--- src/rtl/hazard_dest_pipe_if.sv ---
// Handshake bundle between the ID stage / hazard detector and hazard_dest_pipe.
// Counter signals exist only when HAZARD_STATS_EN is defined.
interface hazard_dest_pipe_if #(
  parameter int REG_ADDR_W = 5,
  parameter int CNT_W      = 16
);
  logic                  id_valid;
  logic [REG_ADDR_W-1:0] id_dest;
  logic                  id_wb_en;
  logic                  hazard_detected;
  logic                  flush;
  logic                  freeze;

  logic [REG_ADDR_W-1:0] exe_dest;
  logic [REG_ADDR_W-1:0] mem_dest;
  logic [REG_ADDR_W-1:0] wb_dest;
  logic                  exe_wb_en;
  logic                  mem_wb_en;
  logic                  wb_wb_en;
  logic                  id_stall;

`ifdef HAZARD_STATS_EN
  logic [CNT_W-1:0]      bubble_count;
  logic [CNT_W-1:0]      flush_count;
`endif

  if (REG_ADDR_W < 1 || CNT_W < 1) begin : g_param_chk
    $error("hazard_dest_pipe_if: REG_ADDR_W and CNT_W must be >= 1");
  end

  modport master (
    output id_valid, id_dest, id_wb_en, hazard_detected, flush, freeze,
    input  exe_dest, mem_dest, wb_dest, exe_wb_en, mem_wb_en, wb_wb_en, id_stall
`ifdef HAZARD_STATS_EN
    , input bubble_count, flush_count
`endif
  );

  modport slave (
    input  id_valid, id_dest, id_wb_en, hazard_detected, flush, freeze,
    output exe_dest, mem_dest, wb_dest, exe_wb_en, mem_wb_en, wb_wb_en, id_stall
`ifdef HAZARD_STATS_EN
    , output bubble_count, flush_count
`endif
  );
endinterface

--- src/rtl/hazard_dest_pipe.sv ---
// Tracks {dest, wb_en} through EXE/MEM/WB and applies hazard stalls as bubbles.
// Optional bubble/flush statistics counters are enabled by defining HAZARD_STATS_EN.
module hazard_dest_pipe #(
  parameter int REG_ADDR_W = 5,
  parameter int CNT_W      = 16
) (
  input logic               clk,
  input logic               rst,
  hazard_dest_pipe_if.slave pif
);

  logic [REG_ADDR_W-1:0] exe_dest_q, exe_dest_d;
  logic [REG_ADDR_W-1:0] mem_dest_q, mem_dest_d;
  logic [REG_ADDR_W-1:0] wb_dest_q,  wb_dest_d;
  logic                  exe_wb_en_q, exe_wb_en_d;
  logic                  mem_wb_en_q, mem_wb_en_d;
  logic                  wb_wb_en_q,  wb_wb_en_d;

  logic advance;
  logic take_id;

  if (REG_ADDR_W < 1 || CNT_W < 1) begin : g_param_chk
    $error("hazard_dest_pipe: REG_ADDR_W and CNT_W must be >= 1");
  end

  // freeze beats flush beats hazard; only a clean cycle admits the ID instruction
  always_comb begin
    advance = ~pif.freeze;
    take_id = advance & ~pif.flush & ~pif.hazard_detected;

    exe_dest_d  = exe_dest_q;
    exe_wb_en_d = exe_wb_en_q;
    mem_dest_d  = mem_dest_q;
    mem_wb_en_d = mem_wb_en_q;
    wb_dest_d   = wb_dest_q;
    wb_wb_en_d  = wb_wb_en_q;

    if (advance) begin
      wb_dest_d   = mem_dest_q;
      wb_wb_en_d  = mem_wb_en_q;
      mem_dest_d  = exe_dest_q;
      mem_wb_en_d = exe_wb_en_q;
      if (take_id) begin
        exe_dest_d  = pif.id_dest;
        exe_wb_en_d = pif.id_wb_en & pif.id_valid;
      end else begin
        exe_dest_d  = '0;
        exe_wb_en_d = 1'b0;
      end
    end
  end

  always_ff @(posedge clk or posedge rst) begin
    if (rst) begin
      exe_dest_q  <= '0;
      exe_wb_en_q <= 1'b0;
      mem_dest_q  <= '0;
      mem_wb_en_q <= 1'b0;
      wb_dest_q   <= '0;
      wb_wb_en_q  <= 1'b0;
    end else begin
      exe_dest_q  <= exe_dest_d;
      exe_wb_en_q <= exe_wb_en_d;
      mem_dest_q  <= mem_dest_d;
      mem_wb_en_q <= mem_wb_en_d;
      wb_dest_q   <= wb_dest_d;
      wb_wb_en_q  <= wb_wb_en_d;
    end
  end

  assign pif.exe_dest  = exe_dest_q;
  assign pif.exe_wb_en = exe_wb_en_q;
  assign pif.mem_dest  = mem_dest_q;
  assign pif.mem_wb_en = mem_wb_en_q;
  assign pif.wb_dest   = wb_dest_q;
  assign pif.wb_wb_en  = wb_wb_en_q;

  // a flushed instruction is being killed, so there is nothing to hold for it
  assign pif.id_stall = pif.freeze | (pif.hazard_detected & ~pif.flush);

`ifdef HAZARD_STATS_EN
  logic [CNT_W-1:0] bubble_count_q, bubble_count_d;
  logic [CNT_W-1:0] flush_count_q,  flush_count_d;
  logic             bubble_evt;
  logic             flush_evt;

  always_comb begin
    bubble_evt     = pif.hazard_detected & ~pif.flush & ~pif.freeze;
    flush_evt      = pif.flush & ~pif.freeze;
    bubble_count_d = bubble_count_q;
    flush_count_d  = flush_count_q;
    if (bubble_evt && (bubble_count_q != {CNT_W{1'b1}})) begin
      bubble_count_d = bubble_count_q + 1'b1;
    end
    if (flush_evt && (flush_count_q != {CNT_W{1'b1}})) begin
      flush_count_d = flush_count_q + 1'b1;
    end
  end

  always_ff @(posedge clk or posedge rst) begin
    if (rst) begin
      bubble_count_q <= '0;
      flush_count_q  <= '0;
    end else begin
      bubble_count_q <= bubble_count_d;
      flush_count_q  <= flush_count_d;
    end
  end

  assign pif.bubble_count = bubble_count_q;
  assign pif.flush_count  = flush_count_q;
`endif

endmodule

--- src/flat_wrapper.sv ---
// flat-port wrapper written by rule: the top's interface ports become plain ports
module hazard_dest_pipe_flat 
#(
  parameter int REG_ADDR_W = 5,
  parameter int CNT_W      = 16
)
  (clk, rst, pif_id_valid, pif_id_dest, pif_id_wb_en, pif_hazard_detected, pif_flush, pif_freeze, pif_exe_dest, pif_mem_dest, pif_wb_dest, pif_exe_wb_en, pif_mem_wb_en, pif_wb_wb_en, pif_id_stall);
  hazard_dest_pipe_if #(.REG_ADDR_W(REG_ADDR_W), .CNT_W(CNT_W)) pif_i ();
  input logic clk;
  input logic rst;
  input wire logic [$bits(pif_i.id_valid)-1:0] pif_id_valid;
  input wire logic [$bits(pif_i.id_dest)-1:0] pif_id_dest;
  input wire logic [$bits(pif_i.id_wb_en)-1:0] pif_id_wb_en;
  input wire logic [$bits(pif_i.hazard_detected)-1:0] pif_hazard_detected;
  input wire logic [$bits(pif_i.flush)-1:0] pif_flush;
  input wire logic [$bits(pif_i.freeze)-1:0] pif_freeze;
  output wire logic [$bits(pif_i.exe_dest)-1:0] pif_exe_dest;
  output wire logic [$bits(pif_i.mem_dest)-1:0] pif_mem_dest;
  output wire logic [$bits(pif_i.wb_dest)-1:0] pif_wb_dest;
  output wire logic [$bits(pif_i.exe_wb_en)-1:0] pif_exe_wb_en;
  output wire logic [$bits(pif_i.mem_wb_en)-1:0] pif_mem_wb_en;
  output wire logic [$bits(pif_i.wb_wb_en)-1:0] pif_wb_wb_en;
  output wire logic [$bits(pif_i.id_stall)-1:0] pif_id_stall;
  assign pif_i.id_valid = pif_id_valid;
  assign pif_i.id_dest = pif_id_dest;
  assign pif_i.id_wb_en = pif_id_wb_en;
  assign pif_i.hazard_detected = pif_hazard_detected;
  assign pif_i.flush = pif_flush;
  assign pif_i.freeze = pif_freeze;
  assign pif_exe_dest = pif_i.exe_dest;
  assign pif_mem_dest = pif_i.mem_dest;
  assign pif_wb_dest = pif_i.wb_dest;
  assign pif_exe_wb_en = pif_i.exe_wb_en;
  assign pif_mem_wb_en = pif_i.mem_wb_en;
  assign pif_wb_wb_en = pif_i.wb_wb_en;
  assign pif_id_stall = pif_i.id_stall;
  hazard_dest_pipe #(.REG_ADDR_W(REG_ADDR_W), .CNT_W(CNT_W)) u_core (.clk(clk), .rst(rst), .pif(pif_i));
endmodule
--- config.mk ---
export PLATFORM = sky130hd
export DESIGN_NAME = hazard_dest_pipe_flat
export DESIGN_NICKNAME = d
export VERILOG_FILES = /design/src/rtl/hazard_dest_pipe_if.sv /design/src/rtl/hazard_dest_pipe.sv /design/src/flat_wrapper.sv
export SDC_FILE = /design/constraint.sdc
export NUM_CORES = 1
export LEC_CHECK = 0
export CAP_MARGIN = 20
export CORE_MARGIN = 5
export CORE_UTILIZATION = 43
export CTS_BUF_LIST = sky130_fd_sc_hd__clkbuf_8
export CTS_CLUSTER_SIZE = 10
export DETAILED_ROUTE_END_ITERATION = 12
export GPL_ROUTABILITY_DRIVEN = 0
export PLACE_DENSITY = 0.79
export SLEW_MARGIN = 20
export SYNTH_ARGS = -nofsm -noshare
export SYNTH_HDL_FRONTEND = slang
export SYNTH_SLANG_ARGS = --single-unit
--- constraint.sdc ---
create_clock -name clk -period 0.9 [get_ports clk]
set_clock_uncertainty 0.05 [all_clocks]
set_input_delay 0.18 -clock clk [delete_from_list [all_inputs] [get_ports clk]]
set_output_delay 0.18 -clock clk [all_outputs]
set_load 0.02 [all_outputs]
==> summary.txt, run 1 <==
status: complete, but fails checks
failing checks: setup timing
max-slew violation count: 0
Core ar.: 1670 µm²
area leader, netlist: dfrtp_1
Async S/R FF share, synth: 1.00
Rows: 15
CP Cell Sequence: buf_6
layout overhead on the synthesized area: 79.2%
crit path max fanout: 2
power density over the cells: 1570 nW/µm²
Synth Net Count: 61
Worst-Skew Late Latency: 0.25 ns
hold crit path type: primary input to flip-flop
Synth area leaders: dfrtp_1, mux2_2, a22o_1
synthesized instance count: 49
crit path from: u_core.pif.exe_dest[3]
yosys synthesis warning count: 0
Congestion Overflow GR: 0
top-area cell type share of the netlist area: 0.614
Crit path required time: 0.67 ns
Routed wire per std cell: 16.2 µm
Setup CP Type: flip-flop to output port
Startpoint Class: flip-flop
FF-to-FF Start: u_core.pif.exe_dest[0]
drt first pass iters: 3
leakage power: 0.695 nW
final-report setup violation count: 34
M3 GR Usage: 0.0408
Die Area: 2630 µm²
fin cells: 116
clk slew on worst S/H paths: 0.07 ns
Final Cycle Share: 1.16
pre-CTS setup slack: -0.723 ns
sequential area share after synthesis: 0.614
via count: 586
hpwl dp: 1140 µm
post-synthesis cell area: 733 µm²
final setup TNS: -2.67 ns
clock sinks: 18
width of the die: 51.3 µm
met1 Use GR: 0.167
GRT Max-Usage Layer: met2
CTS Buf Count: 3
Yosys reg bits: 18
Port Buffers: 30
Max clock buf depth: 2
global-route wire length before repair: 2820 µm
met2 usage: 0.240
final core utilization: 0.787
Tightest Pin Transition: 0.247 ns
CTS Hold Bufs: 0
Placed Cells: 106
Worst Reg-to-Reg Cells: 2
Antenna Nets Post-Route: 0
critical path's slowest cell: dfrtp_1
largest net degree at the start of global routing: 19
Buf/Inv on CP: 1
Final nets: 112
EDFF count, synth: 0
count leader, synth: dfrtp_1
Post-synth top cells: dfrtp_1, mux2_2, a22o_1
mean number of vias per cell: 5.05
FMAX: 958 MHz
fraction of layout cells with a size suffix above 1: 0.586
die height: 51.3 µm
overall global routing resource usage: 0.148
Final WS setup: -0.144 ns
Hold Slack: 0.195 ns
Worst Setup EP: pif_exe_dest[3]
flop2flop setup slack: -0.07 ns
initial antenna violation count: 0
fin crit period: 1.04 ns
RSZ-0062 raised after global routing: yes
Max-slew headroom: 0.835
critical path's top delay family: flip-flops
clock root buffer: clkbuf_8
CP arrival: 0.81 ns
syn avg cell area: 15.0 µm²
I/O pins: 31
DP Area: 1140 µm²
Peak VDD IR: 1.03 mV
ys flop type: dfrtp_1
Initial Utilization: 0.439
Hold Vio Cnt, Final: 0
DR DRC count: 0
total power: 2.06 mW
Clock H-tree levels: 1
DR iter-0 viols: 6
n_diodes: 0
Routed WL: 1880 µm
CP max stage delay: 0.42 ns
vias in the first global route: 625
TritonCTS clock tree: done
Design Area, Final: 1310 µm²
r2r endpoint: u_core.pif.mem_dest[0]
post-synth cell types: 11
critical path depth in cells: 1
Max Cap Viol: 0
Crit. End Element: output port
## registers in the layout, summed over array words and instances (netlist names)
register              cells
u_core.pif.exe_dest       5
u_core.pif.mem_wb_en      1
u_core.pif.mem_dest       5
u_core.pif.exe_wb_en      1
u_core.pif.wb_dest        5
u_core.pif.wb_wb_en       1
## worst min-delay path, cell delays in order
cell	delay (ns)
clkbuf_2	0.09
buf_4	0.12
o41ai_4	0.07
## cell type report
| cell class | count | area [µm²] |
|---|---|---|
| Inverter | 2 | 7.51 |
| Tap cell | 17 | 21.3 |
| Sequential cell | 18 | 450 |
| Multi-Input combinational cell | 27 | 267 |
| Clock buffer | 4 | 55.1 |
| Timing Repair Buffer | 48 | 513 |
| Fill cell | 115 | 357 |
## cell usage in the layout, fill, tap and decap left out
master,Yosys,final
a21o_1,1,1
a22o_1,5,5
and2b_1,3,3
buf_12,0,2
buf_2,0,1
buf_4,2,10
buf_6,0,24
bufbuf_16,0,1
clkbuf_2,0,2
clkbuf_8,0,4
clkdlybuf4s50_1,0,8
dfrtp_1,18,18
inv_1,2,2
mux2_2,12,11
mux2_4,0,1
nand2_1,2,2
nor2_2,0,1
nor2b_1,2,2
o41ai_4,1,1
## cells by family (layout without fill, tap and decap cells)
| group | after synthesis | after routing | share of synthesized area |
|---|---|---|---|
| flops | 18 | 18 | 0.614 |
| mux | 12 | 12 | 0.184 |
| simple gates | 8 | 8 | 0.0631 |
| compound gates | 7 | 7 | 0.108 |
| buf+inv | 4 | 54 | 0.0307 |
## what timing repair did
action	4_1_cts	5_1_grt
endpoints found under the setup margin	37	36
resized for setup	127	7
hold endpoints to repair	0	0
cloned	1	0
setup buffers	5	0
pin swaps	1	3
## routing by layer
layer | vias up | routed length, µm | share of wire
li1 | 275 | - | -
met2 | 24 | 932 | 0.50
met1 | 281 | 755 | 0.40
met3 | 6 | 118 | 0.063
met4 | 0 | 69 | 0.037
met5 | - | 0 | 0
## where the power goes
| group | total (mW) | leakage, nW | internal [mW] | switching (mW) |
|---|---|---|---|---|
| Combinational | 0.501 | 0.423 | 0.301 | 0.200 |
| Clock | 0.650 | 0.0288 | 0.388 | 0.262 |
| Sequential | 0.910 | 0.244 | 0.866 | 0.0441 |
## how the worst min path moves through the flow
stage / startpoint / slack [ns] / endpoint / depth (start not counted)
2_1_floorplan: rst / 0.07 / u_core.pif.exe_dest[0] / 1
3_3_place_gp: u_core.pif.wb_dest[0] / 0.44 / u_core.pif.wb_dest[0] / 1
3_5_place_dp: u_core.pif.wb_dest[3] / 0.44 / u_core.pif.wb_dest[3] / 1
4_1_cts: rst / 0.20 / u_core.pif.mem_dest[2] / 3
5_1_grt: rst / 0.20 / u_core.pif.mem_dest[2] / 3
6_report: pif_flush / 0.19 / u_core.pif.exe_wb_en / 3
(Power assumes the default switching activity.)
==> run 2: changes to the inputs <==
--- a/constraint.sdc
+++ b/constraint.sdc
@@ -3,3 +3,3 @@
 set_input_delay 0.18 -clock clk [delete_from_list [all_inputs] [get_ports clk]]
 set_output_delay 0.18 -clock clk [all_outputs]
-set_load 0.02 [all_outputs]
+set_load 0.1 [all_outputs]
==> run 2 against run 1 <==
The run still ends with setup timing left; routed wire length up 69%; clock power rose by 7.7%; design area grew 22%; maximum frequency down 12%; global-route usage increased by 11 points; critical path depth is the same; cell count grew 0.86%; via count increased by 11%; die area is the same; sequential cell count stayed put; utilization increased by 17 points; power is 33% higher; critical endpoint is now pif_exe_dest[1].
==> summary.txt, run 2 (synthesis gave the netlist of run 1 again) <==
width of the die: 51.3 µm (unchanged)
Clock H-tree levels: 1 (unchanged)
Congestion Overflow GR: 0 (unchanged)
Port Buffers: 30 (unchanged)
Placed Cells: 99 (-6.6%)
critical path's top delay family: flip-flops
Design Area, Final: 1600 µm² (+22%)
fraction of layout cells with a size suffix above 1: 0.790 (+0.204)
clock root buffer: clkbuf_8
Hold Vio Cnt, Final: 0 (unchanged)
Routed wire per std cell: 27.0 µm (+67%)
Core ar.: 1670 µm² (unchanged)
fill cell count: 31 (-73%)
most frequent cells in the layout: buf_12, dfrtp_4, buf_6, clkdlybuf4s50_1
CP arrival: 0.96 ns (+0.15 ns)
DR iter-0 viols: 5 (-1)
overall global routing resource usage: 0.258 (+0.110)
final setup TNS: -7.49 ns (-4.82 ns)
hold crit path type: primary input to flip-flop
Final nets: 113 (+0.89%)
Die Area: 2630 µm² (unchanged)
DR DRC count: 0 (unchanged)
CTS Buf Count: 3 (unchanged)
fin cells: 117 (+0.86%)
Routed WL: 3160 µm (+69%)
DP Area: 1360 µm² (+19%)
largest net degree at the start of global routing: 19 (unchanged)
TritonCTS clock tree: done
die height: 51.3 µm (unchanged)
crit path max fanout: 2 (unchanged)
Crit path required time: 0.67 ns (about the same)
CP Cell Sequence: buf_12
vias in the first global route: 764 (+22%)
Setup CP Type: flip-flop to output port
FMAX: 842 MHz (-12%)
hpwl dp: 1310 µm (+14%)
Final Cycle Share: 1.32 (+0.160)
initial antenna violation count: 0 (unchanged)
Crit. End Element: output port
Tightest Pin Transition: 0.379 ns (+0.132 ns)
Worst-Skew Late Latency: 0.26 ns (about the same)
via count: 653 (+11%)
power density over the cells: 1710 nW/µm² (+9.0%)
Max Cap Viol: 0 (unchanged)
layout overhead on the synthesized area: 119%
CP max stage delay: 0.51 ns (+0.09 ns)
clock sinks: 18 (unchanged)
leakage power: 0.729 nW (+4.8%)
max-slew violation count: 0 (unchanged)
I/O pins: 31 (unchanged)
Final WS setup: -0.288 ns (-0.144 ns)
Max-slew headroom: 0.746 (-0.0888)
status: complete, but fails checks
Initial Utilization: 0.439 (unchanged)
RSZ-0062 raised after global routing: yes
Rows: 15 (unchanged)
final-report setup violation count: 36 (+5.9%)
clk slew on worst S/H paths: 0.08 ns (about the same)
drt first pass iters: 4 (+1)
Peak VDD IR: 1.16 mV (+13%)
critical path's slowest cell: dfrtp_4
Max clock buf depth: 2 (unchanged)
n_diodes: 0 (unchanged)
global-route wire length before repair: 4530 µm (+60%)
Buf/Inv on CP: 1 (unchanged)
Antenna Nets Post-Route: 0 (unchanged)
failing checks: setup timing
fin crit period: 1.19 ns (+0.144 ns)
Startpoint Class: flip-flop
most common cell after layout, fill and taps aside: buf_12
mean number of vias per cell: 5.58 (+10%)
[run 2: changes by cell type in the layout (fill, tap and decap cells not counted), moves of 2 or more]
cell and delta:
dfrtp_1 -18, dfrtp_4 +18, mux2_2 -5, buf_6 -9, mux2_4 +5, clkbuf_2 -2
buf_12 +18, buf_4 -5
[run 2: what timing repair did]
item                                    in CTS  in global routing
pin swaps                                    0                  1
gates resized for setup                     24                 19
endpoints found under the setup margin      37                 37
hold buffers                                 0                  0
buffers inserted                            13                  2
[run 2: per-stage QoR]
step | util | power (mW) | worst slack [ns] | hold WS, ns
4_1_cts | 0.934 | 2.65 | -0.273 | 0.188
2_1_floorplan | - | 1.51 | -0.176 | 0.0689
3_3_place_gp | 0.811 | 1.89 | -0.504 | 0.454
3_5_place_dp | 0.811 | 1.90 | -0.519 | 0.471
6_report | 0.960 | 2.74 | -0.288 | 0.174
5_1_grt | 0.960 | 2.82 | -0.304 | 0.169
[run 2: power by group]
group	internal, mW	switching (mW)
registers	0.902	0.0823
logic	0.442	0.617
clock network	0.390	0.310
total	1.73	1.01
[run 2: final timing paths]
path / start / end / slack (ns) / depth (start not counted)
worst min-delay path: pif_flush / u_core.pif.exe_wb_en / 0.17 / 3
min in group asynchronous: rst / u_core.pif.mem_dest[4] / 0.21 / 3
max in group asynchronous: rst / u_core.pif.exe_wb_en / 0.45 / 3
worst max register to register: u_core.pif.mem_dest[0] / u_core.pif.mem_dest[0] / -0.18 / 2
worst max-delay path: u_core.pif.exe_dest[1] / pif_exe_dest[1] / -0.29 / 1
worst min register to register: u_core.pif.wb_dest[4] / u_core.pif.wb_dest[4] / 0.56 / 1
[run 2: per-layer routing]
layer | global-route usage | up-vias | routed length [µm]
li1 | - | 274 | -
met3 | 0.0408 | 12 | 116
met1 | 0.287 | 327 | 1200
met5 | 0 | - | 0
met4 | 0.140 | 0 | 179
met2 | 0.466 | 40 | 1670
[run 2: cell type report]
cell class              instances  area (µm²)  area share
repair buffers                 49         702       0.438
flip-flops and latches         18         518       0.323
clock buffers                   4        55.1      0.0343
well taps                      17        21.3      0.0133
inverters                       2        10.0     0.00624
multi-input cells              27         298       0.186
==> edit (config.mk and constraints of run 2) <==
`REG_ADDR_W` is set to 5 in 3 places; all go to 3.
--- a/src/rtl/hazard_dest_pipe_if.sv
+++ b/src/rtl/hazard_dest_pipe_if.sv
@@ -1,7 +1,7 @@
 // Handshake bundle between the ID stage / hazard detector and hazard_dest_pipe.
 // Counter signals exist only when HAZARD_STATS_EN is defined.
 interface hazard_dest_pipe_if #(
-  parameter int REG_ADDR_W = 5,
+  parameter int REG_ADDR_W = 3,
   parameter int CNT_W      = 16
 );
   logic                  id_valid;
--- a/src/rtl/hazard_dest_pipe.sv
+++ b/src/rtl/hazard_dest_pipe.sv
@@ -1,7 +1,7 @@
 // Tracks {dest, wb_en} through EXE/MEM/WB and applies hazard stalls as bubbles.
 // Optional bubble/flush statistics counters are enabled by defining HAZARD_STATS_EN.
 module hazard_dest_pipe #(
-  parameter int REG_ADDR_W = 5,
+  parameter int REG_ADDR_W = 3,
   parameter int CNT_W      = 16
 ) (
   input logic               clk,
--- a/src/flat_wrapper.sv
+++ b/src/flat_wrapper.sv
@@ -1,7 +1,7 @@
 // flat-port wrapper written by rule: the top's interface ports become plain ports
 module hazard_dest_pipe_flat 
 #(
-  parameter int REG_ADDR_W = 5,
+  parameter int REG_ADDR_W = 3,
   parameter int CNT_W      = 16
 )
   (clk, rst, pif_id_valid, pif_id_dest, pif_id_wb_en, pif_hazard_detected, pif_flush, pif_freeze, pif_exe_dest, pif_mem_dest, pif_wb_dest, pif_exe_wb_en, pif_mem_wb_en, pif_wb_wb_en, pif_id_stall);
Interface: changed (resized pif_exe_dest, pif_id_dest, pif_mem_dest and pif_wb_dest); port bits go from 31 to 23. No check against the original RTL was run, so the function may have changed too.
==> edit against run 2 <==
- the flow now stops in clock tree synthesis (4_1_cts)
- area after synthesis decreased by 30%
==> edit: results (changes against run 2) <==
metric;value;unit;change
Setup Fix Bufs, Post-CTS;10;;-3
YS warnings;0;;unchanged
mean post-synth cell area;14.8;um^2;-1.3%
synth top area cells;dfrtp_1 (58%), mux2_2 (17%), a22o_2 (5.8%);;
CTS root buf;clkbuf_8;;
Commonest cells post-synth;dfrtp_1 (12), mux2_2 (8), a22o_2 (3), and2b_2 (3);;
Post-CTS Resized;28;;+17%
Stop stage;clock tree synthesis (4_1_cts);;
# H-tree levels;1;;unchanged
pre-CTS setup slack;-572;ps;-52.1 ps
CTS Buffer Depth;2;;unchanged
DP Area;953;um^2;-30%
Port Buf Inserts;22;;-27%
sequential area share after synthesis;0.581;;-0.0332
Err;[ERROR DPL-0038] Utilization greater than 100%, impossible to legalize;;
number of distinct library cells after synthesis;11;;unchanged
EDFF count, synth;0;;unchanged
CTS Buf Count;3;;unchanged
synthesized flop and latch total;12;;-6
Mapped Nets;45;;-26%
dominant synthesized flop cell;dfrtp_1;;
outcome;did not finish;;
ys async rst share;1.00;;unchanged
[edit: cell count changes after synthesis, sizes merged]
| cell | before | now |
|---|---|---|
| nor2b | 2 | 0 |
| mux2 | 12 | 8 |
| dfrtp | 18 | 12 |
| a22o | 5 | 3 |
[edit: through the flow]
stage,instances,hold WS [ps]
after detailed placement,74,455
after global placement,74,438
after floorplan,35,-5.05
[edit: cell families after synthesis]
| family | Yosys count | synth area share |
|---|---|---|
| DFF | 12 | 0.581 |
| muxes | 8 | 0.174 |
| and+or+nand+nor | 6 | 0.0726 |
| AOI/OAI and AO/OA | 5 | 0.107 |
| buffers and inverters | 4 | 0.0654 |
